--- src/rtl/hazard_forward_unit.sv ---
// Operand bypass selection and load-use stall control for a five-stage pipeline.
// Forwarding is purely combinational; load-use stalls run through a small IDLE/HOLD machine.
module hazard_forward_unit #(
  parameter int NUM_SRC    = 2,
  parameter int AW         = 5,
  parameter int LOAD_STALL = 1,
  parameter int CNT_W      = 16
) (
  input  logic                  clk,
  input  logic                  rst_n,
  input  logic                  id_valid,
  input  logic [NUM_SRC*AW-1:0] id_src,
  input  logic [NUM_SRC-1:0]    id_src_used,
  input  logic [AW-1:0]         ex_dst,
  input  logic [AW-1:0]         mem_dst,
  input  logic [AW-1:0]         wb_dst,
  input  logic                  ex_wen,
  input  logic                  mem_wen,
  input  logic                  wb_wen,
  input  logic                  ex_is_load,
  input  logic                  flush,
  input  logic                  clr_cnt,
  output logic [NUM_SRC*2-1:0]  fwd_sel,
  output logic                  stall,
  output logic                  bubble,
  output logic [CNT_W-1:0]      stall_cnt
);

  typedef enum logic {
    IDLE = 1'b0,
    HOLD = 1'b1
  } state_t;

  localparam logic       MULTI_STALL = (LOAD_STALL > 1);
  localparam logic [1:0] REM_INIT    = 2'(LOAD_STALL - 1);

  logic [NUM_SRC-1:0] ex_hit;
  logic [NUM_SRC-1:0] mem_hit;
  logic [NUM_SRC-1:0] wb_hit;
  logic               hazard;

  state_t     state, state_next;
  logic [1:0] rem, rem_next;
  logic       stall_int;

  // Register 0 is hard-wired zero, so a write to it never produces a match.
  for (genvar g = 0; g < NUM_SRC; g++) begin : g_src
    logic [AW-1:0] src;
    assign src        = id_src[g*AW +: AW];
    assign ex_hit[g]  = ex_wen  && (ex_dst  != '0) && (ex_dst  == src);
    assign mem_hit[g] = mem_wen && (mem_dst != '0) && (mem_dst == src);
    assign wb_hit[g]  = wb_wen  && (wb_dst  != '0) && (wb_dst  == src);

    assign fwd_sel[2*g +: 2] = !(rst_n && id_src_used[g]) ? 2'b00 :
                               ex_hit[g]                  ? 2'b11 :
                               mem_hit[g]                 ? 2'b10 :
                               wb_hit[g]                  ? 2'b01 : 2'b00;
  end

  assign hazard = id_valid && !flush && ex_is_load && |(ex_hit & id_src_used);

  always_comb begin
    // NOTE: every output of this block gets a default first so no path can infer a latch.
    state_next = state;
    rem_next   = rem;
    stall_int  = 1'b0;
    unique case (state)
      IDLE: begin
        stall_int = hazard;
        if (hazard && MULTI_STALL) begin
          state_next = HOLD;
          rem_next   = REM_INIT;
        end
      end
      HOLD: begin
        if (flush) begin
          state_next = IDLE;
          rem_next   = 2'd0;
        end else begin
          stall_int = 1'b1;
          rem_next  = rem - 2'd1;
          if (rem <= 2'd1) begin
            state_next = IDLE;
          end
        end
      end
      default: begin
        state_next = IDLE;
        rem_next   = 2'd0;
      end
    endcase
  end

  // Outputs are held inactive for as long as reset is asserted, not just after an edge.
  assign stall  = stall_int && rst_n;
  assign bubble = stall;

  always_ff @(posedge clk or negedge rst_n) begin
    // NOTE: state registers use non-blocking assignments so every flop samples pre-edge values.
    if (!rst_n) begin
      state <= IDLE;
      rem   <= 2'd0;
    end else begin
      state <= state_next;
      rem   <= rem_next;
    end
  end

  always_ff @(posedge clk or negedge rst_n) begin
    if (!rst_n) begin
      stall_cnt <= '0;
    end else if (clr_cnt) begin
      stall_cnt <= '0;
    end else if (stall && (stall_cnt != '1)) begin
      stall_cnt <= stall_cnt + 1'b1;
    end
  end

endmodule

--- config.mk ---
export PLATFORM = sky130hd
export DESIGN_NAME = hazard_forward_unit
export DESIGN_NICKNAME = d
export VERILOG_FILES = /design/src/rtl/hazard_forward_unit.sv
export SDC_FILE = /design/constraint.sdc
export NUM_CORES = 1
export LEC_CHECK = 0
export CORE_MARGIN = 2
export CORE_UTILIZATION = 25
export CTS_BUF_LIST = sky130_fd_sc_hd__clkbuf_2 sky130_fd_sc_hd__clkbuf_4 sky130_fd_sc_hd__clkbuf_8
export DETAILED_ROUTE_END_ITERATION = 12
export SYNTH_ARGS = -nofsm -noshare
export SYNTH_HDL_FRONTEND = slang
export SYNTH_SLANG_ARGS = --single-unit
--- constraint.sdc ---
create_clock -name clk -period 2.6 [get_ports clk]
set_input_delay 0.52 -clock clk [delete_from_list [all_inputs] [get_ports clk]]
set_output_delay 0.52 -clock clk [all_outputs]
set_load 0.005 [all_outputs]
; ---- Word level (Yosys, flattened, before mapping)
; Index checks and enable logic that the tools add are counted.
[classes]
reduce_logical = 22
add_sub_neg = 2
order_cmp = 1
bitwise = 2
mux = 16
eq_ne = 7
[op_table]
columns = op, n
row1 = $mux 16, 2
row2 = $eq 5x5->1, 6
row3 = $add 16x1->16 const B, 1
row4 = $logic_and 1x1->1, 16
row5 = $ne 16x16->1 const B, 1
row6 = $reduce_bool 5->1, 3
row7 = $mux 2, 7
row8 = $mux 1, 6
row9 = $and 2x2->2, 1
row10 = $le 2x1->1 const B, 1
row11 = $pmux 1 s2, 1
row12 = $reduce_bool 2->1, 1
row13 = $reduce_or 2->1, 1
row14 = $sub 2x1->2 const B, 1
row15 = $logic_not 1->1, 1
row16 = $not 1->1, 1
[word_totals]
output_inout_bits = 22
input_bits = 36
wordCells = 53
regBits = 19

; ---- Longest topological paths before layout
; Gate-level depths: netlist of the first run.
[depth]
ltp_word = 11
depth_mapped = 8
depth_no_buf = 7

; ---- Least setup slack after synthesis of the first run
; OpenSTA, ideal clock, no wires.
[synth_timing]
path_kind = input -> output
startpoint = input port ex_dst[1]
endpoint = output port stall
t_arrival_ps = 1985
setup_slack_ps = 95
t_required_ps = 2080
path_stages = 7
n_path_buf = 2
path_cell_list = or4_4 -> o21ai_4 -> nor4_2 -> o21ai_4 -> buf_8 -> nand2_2 -> buf_4
[synth_via]
elab_chain_cells = 8
elab_cells_between_ends = 11
cone_classes = 2 x eq/ne / 1 x mux / 1 x bitwise / 7 x reduce/logical
[synth_lines]
columns = element, line_no
row1 = "start, declared", 14  ; input logic [AW-1:0] ex_dst,
row2 = $reduce_bool 5->1, 50  ; assign ex_hit[g] = ex_wen && (ex_dst != '0) && (ex_dst == src);
row3 = $logic_and 1x1->1 (2 in a row), 50
row4 = $and 2x2->2 *, 60  ; assign hazard = id_valid && !flush && ex_is_load && |(ex_hit & id_src_used);
row5 = $reduce_or 2->1 *, 60
row6 = $logic_and 1x1->1 *, 60
row7 = $pmux 1 s2 *, 67  ; unique case (state)
row8 = $logic_and 1x1->1 *, 95  ; assign stall = stall_int && rst_n;
row9 = "end, declared", 24  ; output logic stall,
; Mark *: on every way between the ends. The rest lies on a longest branch, timed or not.

; ---- Final worst setup path of the first run
[layout_timing]
startpoint = input port id_src[4]
endpoint = output port fwd_sel[0]
[layout_via]
elab_chain_cells = 6
elab_cells_between_ends = 10
cone_classes = 3 x eq/ne / 4 x mux / 3 x reduce/logical
[layout_lines]
columns = element, line_no
row1 = "start, declared", 12  ; input logic [NUM_SRC*AW-1:0] id_src,
row2 = $eq 5x5->1, 52  ; assign wb_hit[g] = wb_wen && (wb_dst != '0) && (wb_dst == src);
row3 = $logic_and 1x1->1, 52
row4 = $mux 1, 57  ; wb_hit[g] ? 2'b01 : 2'b00;
row5 = $mux 2, 56  ; mem_hit[g] ? 2'b10 :
row6 = $mux 2 *, 55  ; ex_hit[g] ? 2'b11 :
row7 = $mux 2 *, 54  ; assign fwd_sel[2*g +: 2] = !(rst_n && id_src_used[g]) ? 2'b00 :
row8 = "end, declared", 23  ; output logic [NUM_SRC*2-1:0] fwd_sel,
; Marks and branches as above.

==> results.md, run 1 <==
- The total wire length after detailed routing is 5750 um.
- The critical path class is input pin to primary output.
- In this run the worst path has a maximum fanout of 2.
- The commonest cells after synthesis are 19 x sky130_fd_sc_hd__dfrtp_1, 18 x sky130_fd_sc_hd__nand2_1, 16 x sky130_fd_sc_hd__xnor2_1.
- The final total power is 0.712 mW.
- The routing usage on met1 is 17.4%.
- After legalization and detailed placement, the total HPWL measured 4490 um.
- The count of antenna-violating nets left after detailed routing is 0.
- The netlist area before placement is 1850 um^2.
- Sequential cells were found to cover 25.6% of the synthesized design area.
- The number of endpoints failing setup at the final stage is 0.
- The detail-routed via count per cell is 4.93.
- Of the available clock period, the critical path in the final layout requires 97.0%.
- Synthesis produced 213 cells.
- For the worst flop-to-flop path, the logic depth is 7.
- The initial standard-cell utilization of the core is 25.7%.
- The horizontal die dimension is 90.1 um.
- The via count of the first global-routing pass is 2048.
- STA classifies the critical path startpoint as an input pin.
- The average instance in the mapped netlist occupies 8.71 um^2.
- The highest ir drop seen on vdd is 0.120 mV.
- The total power density per cell area is 240 nW/um^2.
- After global routing the overflow that remains totals 0.
- The share of cells above drive strength 1 is 29.1%.
- STA puts the critical path data required time at 2080 ps.
- The data arrival time of the critical path is 2000 ps.
- The final number of hold-violating endpoints was 0.
- The number of remaining DRC errors is 0.
- The fraction of synthesis flops using an asynchronous set or reset pin is 100%.
- The leakage power figure is 1.17 nW.
- The number of max-capacitance violations reported is 0.
- The clock-pin slew reported for the worst setup and hold paths after clock tree synthesis is 80 ps.
- The routed design could run at a clock period as short as 2520 ps.
- The region available for standard cell placement spans 7210 um^2.
- In this run, synthesis produced a sequential element count of 19.
- TritonCTS created 3 clock buffers.
- For this run, the leading register cell type out of synthesis is sky130_fd_sc_hd__dfrtp_1.
- Static timing analysis puts the maximum clock frequency at 396 MHz.
- The number of antenna violations at the first check in global routing came to 0.
- The number of instances on the worst hold path is 1.
- Summing over every cut layer, the via total after detailed routing is 2032.
- The number of H-tree levels is 1.
- Ranked by total cell area, the synthesized netlist is headed by sky130_fd_sc_hd__dfrtp_1 26%, sky130_fd_sc_hd__xnor2_1 7.6%, sky130_fd_sc_hd__xor2_1 6.6%.
- The placed standard-cell area is 2810 um^2.
- The post-route core utilization is 41.1%.
- The largest total area in the synthesized netlist belongs to sky130_fd_sc_hd__dfrtp_1.
- The total routing resource utilization after global routing is 14.1%.
- The overall die height is 90.1 um.
- The CTS sink count is 19.
- The port buffer count is 57.
- The clock passes through at most 2 buffers.
- Entering global routing, the biggest net connects 20 pins.
- The number of antenna repair diodes is 0.
- The number of nets in the synthesized netlist is 250.
- The floorplan has 31 rows.
- Dividing the detail-routed wire length by the instance count gives 13.9 um.
- The layout has 763 filler cells.
- The worst hold slack is 501 ps.
- 58 I/O pins were placed.
- The endpoint kind of the worst setup timing path is a primary output.
- The max-slew violation total from the final report was 0.
- At the pin with the least slew margin, the transition time is 590 ps.
- The global-route met3 utilization is 2.68%.
- The area added between synthesis and finish is 59.9%.
- Setup repair after global routing could not meet its margin everywhere.
- Routability-driven placement finished with a final weighted congestion of 0.861.
- Clock skew on the completed layout was measured at 3.32 ps.
- The area share of the leading cell type in the synthesized netlist is 25.6%.
- The number of hold buffers added after CTS was 0.
- For this run, the detailed router's first-pass iteration total came to 4.
- The run finished with clean final reports.
- Headroom to the max-slew limit came out at 60.6%.
- The detailed router's first-iteration violation count is 135.
- The leading cell type by number of instances after synthesis is sky130_fd_sc_hd__dfrtp_1.
- The later pin in the worst-skew pair is clocked with a latency of 260 ps.
- TritonCTS built the clock tree.
- The cell sitting at the root of the clock tree is a sky130_fd_sc_hd__clkbuf_8.
- In this run, synthesis inferred 0 flip-flops with an integrated enable.
- The min-delay analysis places its worst path in the category register to register.
- During synthesis, Yosys emitted a total of 0 warnings.
- The global routing stage identified its most utilized layer as met2.
- Global routing consumed, on the met2 layer, 25.6% of the routing resources.
- The die footprint is 8120 um^2.
- The final non-filler cell area is 2960 um^2.
- The first global-routing pass estimated 9560 um of wire.
- The number of nets in the layout is 351.
- The number of distinct standard cells referenced by the synthesized netlist is 49.
## flip-flops by register name, summed over array words and instances (netlist names)
signal / count
state: 1
rem: 2
stall_cnt: 16
## cell usage in the layout, fill, tap and decap left out, drive strengths merged, types with 6 or more instances in the layout
cell type      Yosys  routed
clkbuf             4       8
o21ai              9       9
nand4             10      10
a21oi             12      12
nor2              12      12
buf                4      54
dfrtp             19      19
or4                6       6
nor4              12      12
xor2              14      14
clkdlybuf4s50      0      29
dlymetal6s2s       0      10
nand2             20      20
nand3             10      10
nor3b              6       6
xnor2             16      16
## worst max-delay path, stage by stage
cell,delay (ps)
sky130_fd_sc_hd__clkdlybuf4s50_1,450
sky130_fd_sc_hd__buf_4,160
sky130_fd_sc_hd__xor2_1,160
sky130_fd_sc_hd__nor4_4,260
sky130_fd_sc_hd__nand4_1,150
sky130_fd_sc_hd__a21oi_2,170
sky130_fd_sc_hd__buf_2,120
## path summary, 6_finish.rpt
kind | endpoint | slack [ps] | from
max | fwd_sel[0] | 80 | id_src[4]
min | rem[0] | 500 | state
max reg2reg | stall_cnt[8] | 390 | stall_cnt[0]
min reg2reg | rem[0] | 500 | state
max in group asynchronous | stall_cnt[4] | 1640 | rst_n
min in group asynchronous | state | 810 | rst_n
## where the power goes
| group | internal [mW] | switching (mW) | leakage (nW) |
|---|---|---|---|
| Combinational | 0.110 | 0.0971 | 0.888 |
| Sequential | 0.295 | 0.000202 | 0.260 |
| Clock | 0.107 | 0.103 | 0.0255 |
## stage by stage
step	setup WS, ps	setup TNS, ps	std cells
final	77.5	0	412
after global routing	-34.7	-64.8	412
after CTS	-1.91	-1.91	411
after detailed placement	-623	-5660	402
after global placement	-624	-5200	402
after floorplan	95.0	0	213
## kinds of logic after synthesis
family,count (synthesis),share of synthesized area (%)
buffers and inverters,13,3.58
xor gates and xnor gates,30,14.2
DFF,19,25.6
and+or+nand+nor,95,30.4
adders and majority gates,1,0.675
muxes,8,5.20
AOI/OAI and AO/OA,47,20.3
## repair_timing
item	in CTS	in global routing
pin swaps	9	13
endpoints found under the hold margin	0	0
gates resized for setup	47	32
setup endpoints to repair	7	8
setup buffers	5	1
## final cells by class
type	instances	area, um^2	share of cell area [%]
repair buffers	104	893	30.1
clock buffers	3	41.3	1.39
well taps	99	124	4.18
inverters	5	18.8	0.633
flip-flops and latches	19	475	16.0
clock inverters	1	5.00	0.169
multi-input cells	181	1410	47.4
## routing by layer
layer,up-vias,part of all wire (%)
met1,949,44
met5,-,0
met3,8,5.5
met4,0,1.3
li1,1017,-
met2,58,49
(Power assumes the default switching activity.)
==> run 2, diff against run 1 <==
--- a/config.mk
+++ b/config.mk
@@ -5,10 +5,12 @@
 export SDC_FILE = /design/constraint.sdc
 export NUM_CORES = 1
 export LEC_CHECK = 0
+export CAP_MARGIN = 20
 export CORE_MARGIN = 2
 export CORE_UTILIZATION = 25
 export CTS_BUF_LIST = sky130_fd_sc_hd__clkbuf_2 sky130_fd_sc_hd__clkbuf_4 sky130_fd_sc_hd__clkbuf_8
 export DETAILED_ROUTE_END_ITERATION = 12
+export MAX_ROUTING_LAYER = met4
 export SYNTH_ARGS = -nofsm -noshare
 export SYNTH_HDL_FRONTEND = slang
 export SYNTH_SLANG_ARGS = --single-unit
==> results.md, run 2 (synthesis results as in run 1) <==
- stall_cnt holds more flip-flops than any other register.
- At the worst endpoint, the arrival time is 2030 ps.
- The number of fillers in the final layout is 745.
- In the final layout, the registers with the most flip-flops are stall_cnt (16), rem (2), state (1).
- The highest metal layer carrying signal wires in the routed design is met4.
- During placement, the flow inserted port buffers numbering 57.
- The design draws 0.722 mW.
- The final layout contains 350 nets.
- The number of clock buffers added by TritonCTS is 3.
- Net switching is 28.8% of the power.
- The launching element type of the critical path is an input pin.
- The first global-routing pass estimated 9680 um of wire.
- The flip-flop count of the largest register, all copies and words added is 16.
- Routability-driven placement finished with a final weighted congestion of 0.861.
- The max-slew violation total from the final report is 0.
- Summed over all cells, the static leakage comes to 1.17 nW.
- The met1 wire length is 2670 um.
- On the critical path, the stage with the largest delay is an instance of sky130_fd_sc_hd__clkdlybuf4s50_1.
- Derived from the worst setup path, the maximum achievable clock frequency is 392 MHz.
- The clock passes through at most 2 buffers.
- The clock period could shrink to 2550 ps.
- Global routing consumed, over all layers together, 14.8% of the routing resources.
- The share of cells above drive strength 1 is 30.4%.
- The overflow left after global routing is 0.
- The most common library cell in the layout ignoring fill and taps is sky130_fd_sc_hd__buf_4.
- The depth of the worst register-to-register path is 7.
- Entering global routing, the biggest net connects 20 pins.
- The cell sitting at the root of the clock tree is a sky130_fd_sc_hd__clkbuf_8.
- The routed design uses 266 um of met3 wire.
- The reported net switching power is 0.208 mW.
- The average wire per standard cell is 14.5 um.
- In this run the remaining antenna-violating nets after routing total 0.
- The via count of the first global-routing pass was 2027.
- Dividing total power by cell area gives a power density of 241 nW/um^2.
- The combinational group share of total power is 29.4%.
- The number of H-tree levels is 1.
- The data required time at the worst endpoint is 2080 ps.
- Max-cap violations in this run came to 0.
- In this design, the stage delay of the slowest critical-path cell is 450 ps.
- Of all nets on the critical path, the largest fanout is 3.
- For this configuration, the core starts out at a cell density of 25.7%.
- Wires add up to 5950 um.
- VDD sags by at most 0.116 mV.
- The final cell count without fillers is 411.
- Setup repair after global routing could not meet its margin everywhere.
- The fraction of power consumed by sequential logic is 40.9%.
- The number of remaining DRC errors is 0.
- The final critical-path share of the clock period is 98.2%.
- In this run the count of I/O pins placed on the die edge is 58.
- For this block, the via count after detailed routing is 2034.
- In the layout the commonest cells are 43 x sky130_fd_sc_hd__buf_4, 32 x sky130_fd_sc_hd__clkdlybuf4s50_1, 19 x sky130_fd_sc_hd__dfrtp_1.
- Counting instances, the worst hold path has a depth of 1.
- Clock tree synthesis found a total of 19 sinks.
- The length of the first detailed-routing pass in iterations is 4.
- STA classifies the critical path endpoint as a primary output.
- The detailed router's first-iteration violation count is 163.
- The clock-pin slew reported for the worst setup and hold paths after clock tree synthesis is 70 ps.
- The critical path class is input pin to primary output.
- The final number of hold-violating endpoints is 0.
- The clock latency reported for the late side of the worst-skew pair is 260 ps.
- The number of antenna violations at the first check in global routing is 0.
- Detailed placement finished with a half-perimeter wire length of 4520 um.
- The run finished with clean final reports.
- The cell total after placement is 402.
- Internal power comes to 0.514 mW.
- From bottom edge to top edge, the die measures 90.1 um.
- The length of routed met2 wiring is 2910 um.
- The site row count is 31.
- In the final timing run, aggregate negative setup slack is 0 ps.
- Using the TritonRoute via totals, the vias-per-cell ratio works out to 4.95.
- The area added between synthesis and finish is 61.8%.
- The number of endpoints failing setup at the final stage is 0.
- The cell family contributing the most delay on the critical path is buffers and inverters.
- The number of cells on the critical path is 7.
- The clock network power share is 29.6%.
- In this run the worst hold path is classified as register to register.
- The post-route core utilization is 41.6%.
- Walking the worst path, the cells encountered are clkdlybuf4s50_1 -> buf_4 -> xor2_1 -> nor4_4 -> o21ai_4 -> nand2_2 -> buf_6.
- The floorplan step set the die width to 90.1 um.
- The remaining max-slew budget at the tightest pin is 57.8%.
- TritonCTS built the clock tree.
- The number of antenna diodes in the final layout is 0.
- The floorplan core area is 7210 um^2.
- The pin slew with the least headroom to its limit is 631 ps.
- The worst clock skew on the final layout is 7.33 ps.
- The critical path contains buffers and inverters numbering 3 combined.
- The floorplan step defined a die boundary enclosing 8120 um^2.
run 2: power groups by stage:
| stage | Combinational (mW) | Clock (mW) | Sequential, mW |
|---|---|---|---|
| 2_1_floorplan | 0.0617 | 0 | 0.301 |
| 3_3_place_gp | 0.190 | 0 | 0.301 |
| 3_5_place_dp | 0.191 | 0 | 0.301 |
| 4_1_cts | 0.198 | 0.223 | 0.295 |
| 5_1_grt | 0.231 | 0.229 | 0.295 |
| 6_report | 0.213 | 0.214 | 0.296 |
run 2: worst reg2reg max path, stage by stage (launching register included):
cell	delay [ps]
sky130_fd_sc_hd__dfrtp_1	460
sky130_fd_sc_hd__ha_1	300
sky130_fd_sc_hd__nand4_1	140
sky130_fd_sc_hd__nor4_1	60
sky130_fd_sc_hd__buf_4	160
sky130_fd_sc_hd__or4_1	380
sky130_fd_sc_hd__o21ai_0	240
sky130_fd_sc_hd__mux2_2	360
run 2: worst paths after layout:
path / from / slack [ps] / end
worst max-delay path: id_src[9] / 50 / stall
worst min register to register: state / 500 / rem[0]
worst min-delay path: state / 500 / rem[0]
worst max register to register: stall_cnt[0] / 380 / stall_cnt[8]
max in group asynchronous: rst_n / 1650 / stall_cnt[6]
min in group asynchronous: rst_n / 810 / stall_cnt[8]
run 2: metrics by stage:
step           hold slack [ps]  worst slack [ps]  instance area, um^2
2_1_floorplan              224              95.0                 1850
4_1_cts                    502           -0.0282                 2880
5_1_grt                    524             -10.2                 3000
3_3_place_gp               476              -620                 2810
3_5_place_dp               493              -612                 2810
6_report                   504              45.9                 3000
run 2: what timing repair did:
action | CTS | global route
gates resized for setup | 46 | 36
pin swaps | 12 | 14
endpoints found under the setup margin | 7 | 7
hold buffers | 0 | 0
setup buffers | 2 | 3
run 2: layout make-up:
type	instances	area [um^2]	share of cell area [%]
clock inverters	1	5.00	0.167
inverters	5	18.8	0.626
flip-flops and latches	19	475	15.8
well taps	99	124	4.13
repair buffers	103	908	30.3
clock buffers	3	41.3	1.38
multi-input cells	181	1430	47.6
run 2: metal layers:
metal,vias to the layer above,GRT usage (%)
li1,1015,-
met1,947,18.8
met2,61,25.1
met3,11,1.76
met4,0,3.59
met5,-,-
==> run 3, diff against run 2 <==
--- a/config.mk
+++ b/config.mk
@@ -6,7 +6,7 @@
 export NUM_CORES = 1
 export LEC_CHECK = 0
 export CAP_MARGIN = 20
-export CORE_MARGIN = 2
+export CORE_MARGIN = 1.5
 export CORE_UTILIZATION = 25
 export CTS_BUF_LIST = sky130_fd_sc_hd__clkbuf_2 sky130_fd_sc_hd__clkbuf_4 sky130_fd_sc_hd__clkbuf_8
 export DETAILED_ROUTE_END_ITERATION = 12
==> results.md, run 3 (synthesis results as in run 1) <==
- The length of the first detailed-routing pass in iterations is 4.
- The number of max-capacitance violations reported is 0.
- In the final layout, the share of cells above drive strength 1 is 26.6%.
- The global routing stage identified its most utilized layer as met2.
- In this run the worst path has a maximum fanout of 2.
- The HPWL after detailed placement is 4500 um.
- The sequential cell area in the final layout is 475 um^2.
- The region available for standard cell placement spans 7210 um^2.
- The maximum clock insertion buffer count is 2.
- The pin count of the biggest net entering global routing is 20.
- The leakage power figure is 1.09 nW.
- In this run the tightest slew margin relative to its limit is 62.9%.
- The max-slew violation total from the final report is 0.
- The largest register by flop count is stall_cnt.
- Pin placement for this block handled 58 I/O pins.
- The number of buffers added by the clock tree synthesis step is 3.
- Per report_power, the combinational group accounts for 27.9% of the total.
- After the first detailed-routing iteration, the DRC count stood at 76.
- The number of fillers in the final layout is 738.
- The final total power is 0.713 mW.
- After detailed routing, the number of remaining DRC violations is 0.
- The overflow left after global routing is 0.
- After detailed routing, the average wire length per cell comes to 13.9 um.
- The die is 89.1 um tall.
- The number of nets in the layout is 346.
- The highest ir drop seen on vdd is 0.138 mV.
- The detail-routed via count per cell is 4.97.
- The worst hold slack is 499 ps.
- The via count of the first global-routing pass is 1932.
- Counting instances, the worst hold path has a depth of 1.
- The register with the most flip-flops in the layout has 16 of them.
- The number of endpoints failing setup at the final stage is 0.
- The launching element type of the critical path is an input pin.
- The area of the multi-input gates is 1390 um^2.
- The internal power is 0.509 mW.
- The floorplan has 31 rows.
- The floorplan step set the die width to 89.1 um.
- The total power density per cell area is 245 nW/um^2.
- The cell sitting at the root of the clock tree is a sky130_fd_sc_hd__clkbuf_8.
- The count of antenna-violating nets left after detailed routing is 0.
- The clock tree from TritonCTS is done.
- The library cell used most frequently in the layout, excluding fill and tap cells, is sky130_fd_sc_hd__buf_4.
- The final critical-path share of the clock period is 99.3%.
- The pin slew with the least headroom to its limit is 555 ps.
- Input and output buffers added on the ports amount to 57.
- The number of antenna violations at the first check in global routing is 0.
- Setup repair after global routing could not meet its margin everywhere.
- Across the routed clock network, the largest skew measured is 1.50 ps.
- The run finished with clean final reports.
- The floorplan step defined a die boundary enclosing 7940 um^2.
- In the layout the commonest cells are 41 x sky130_fd_sc_hd__buf_4, 35 x sky130_fd_sc_hd__clkdlybuf4s50_1, 19 x sky130_fd_sc_hd__dfrtp_1.
- For this run, global-route usage on met3 was measured as 1.48%.
- The clock-pin slew reported for the worst setup and hold paths after clock tree synthesis is 80 ps.
- For the finished layout, the period the worst path requires is 2580 ps.
- The endpoint kind of the worst setup timing path is a primary output.
- The initial standard-cell utilization of the core is 25.7%.
- The maximum operating frequency is 388 MHz.
- The CTS sink count is 19.
- For this run, global-route usage on met2 was measured as 25.6%.
- Compared with the post-synthesis result, the final layout area differs by 56.9%.
- For met1 alone, demand over resource in global routing was 19.6%.
- The data required time at the worst endpoint is 2080 ps.
- At the end of routability-driven placement, the weighted congestion stood at 0.911.
- The depth of the worst register-to-register path is 7.
- The fraction of power consumed by sequential logic is 41.4%.
- The worst setup path is of the input pin to primary output kind.
- The reported net switching power is 0.204 mW.
- The path class of the tightest hold or removal check is register to register.
- In the final layout, the registers with the most flip-flops are stall_cnt (16), rem (2), state (1).
- The final number of hold-violating endpoints is 0.
- The clock network power share is 30.6%.
- Across all layers, the routed design uses 2023 vias.
- The number of H-tree levels is 1.
- The data arrival time of the critical path is 2060 ps.
- The number of antenna repair diodes is 0.
- The first global-routing pass estimated 9250 um of wire.
- Global routing consumed, over all layers together, 15.3% of the routing resources.
- At the later pin of the worst-skew pair, clock insertion delay measures 260 ps.
- The switching share of power is 28.6%.
- The total wire length after detailed routing is 5660 um.
==> run 3: routing by layer <==
metal | routed length, um | part of all wire [%] | vias up
met4 | 123 | 2.2 | 0
li1 | - | - | 1006
met1 | 2540 | 45 | 948
met2 | 2740 | 48 | 60
met3 | 250 | 4.4 | 9
met5 | 0 | 0 | -
==> run 3: worst paths after layout <==
kind,to,slack (ps),from
setup / recovery,fwd_sel[0],20,wb_dst[2]
hold / removal,rem[0],500,state
setup reg to reg,stall_cnt[8],410,stall_cnt[0]
max in group asynchronous,stall_cnt[7],1680,rst_n
min in group asynchronous,rem[0],710,rst_n
hold reg to reg,rem[0],500,state
==> run 3: layout make-up <==
class,instances,share of cell area (%)
tap,99,4.26
timing repair buffer,99,29.4
sequential,19,16.3
multi-input combinational,181,47.8
inverter,5,0.645
clock buffer,3,1.42
clock inverter,1,0.172
==> run 3: worst max-delay path: stages <==
cell	delay, ps
sky130_fd_sc_hd__clkdlybuf4s50_1	440
sky130_fd_sc_hd__or4_4	550
sky130_fd_sc_hd__o21ai_4	170
sky130_fd_sc_hd__nor4_1	80
sky130_fd_sc_hd__nand4_1	100
sky130_fd_sc_hd__a21oi_2	70
sky130_fd_sc_hd__buf_2	120
==> run 3: through the flow <==
step           util (%)  std cells  setup TNS [ps]  setup WS (ps)  cell area, um^2
3_3_place_gp       38.8        401           -5630           -649             2800
2_1_floorplan         -        213               0           95.0             1850
5_1_grt            40.3        407           -29.1          -18.2             2910
3_5_place_dp       38.8        401           -5990           -626             2800
4_1_cts            39.8        407               0          0.477             2870
6_report           40.3        407               0           19.5             2910
==> run 3: power groups by stage <==
stage | clock network (mW) | registers [mW] | logic [mW]
global route | 0.236 | 0.295 | 0.215
finish | 0.218 | 0.295 | 0.199
CTS | 0.224 | 0.295 | 0.196
global placement | 0 | 0.301 | 0.191
detailed placement | 0 | 0.301 | 0.191
floorplan | 0 | 0.301 | 0.0617
==> run 3: repair_timing <==
item                                    4_1_cts  5_1_grt
pin swaps                                    13       17
gates resized for setup                      46       15
hold buffers                                  0        0
endpoints found under the setup margin        8        9
setup buffers                                 2        0
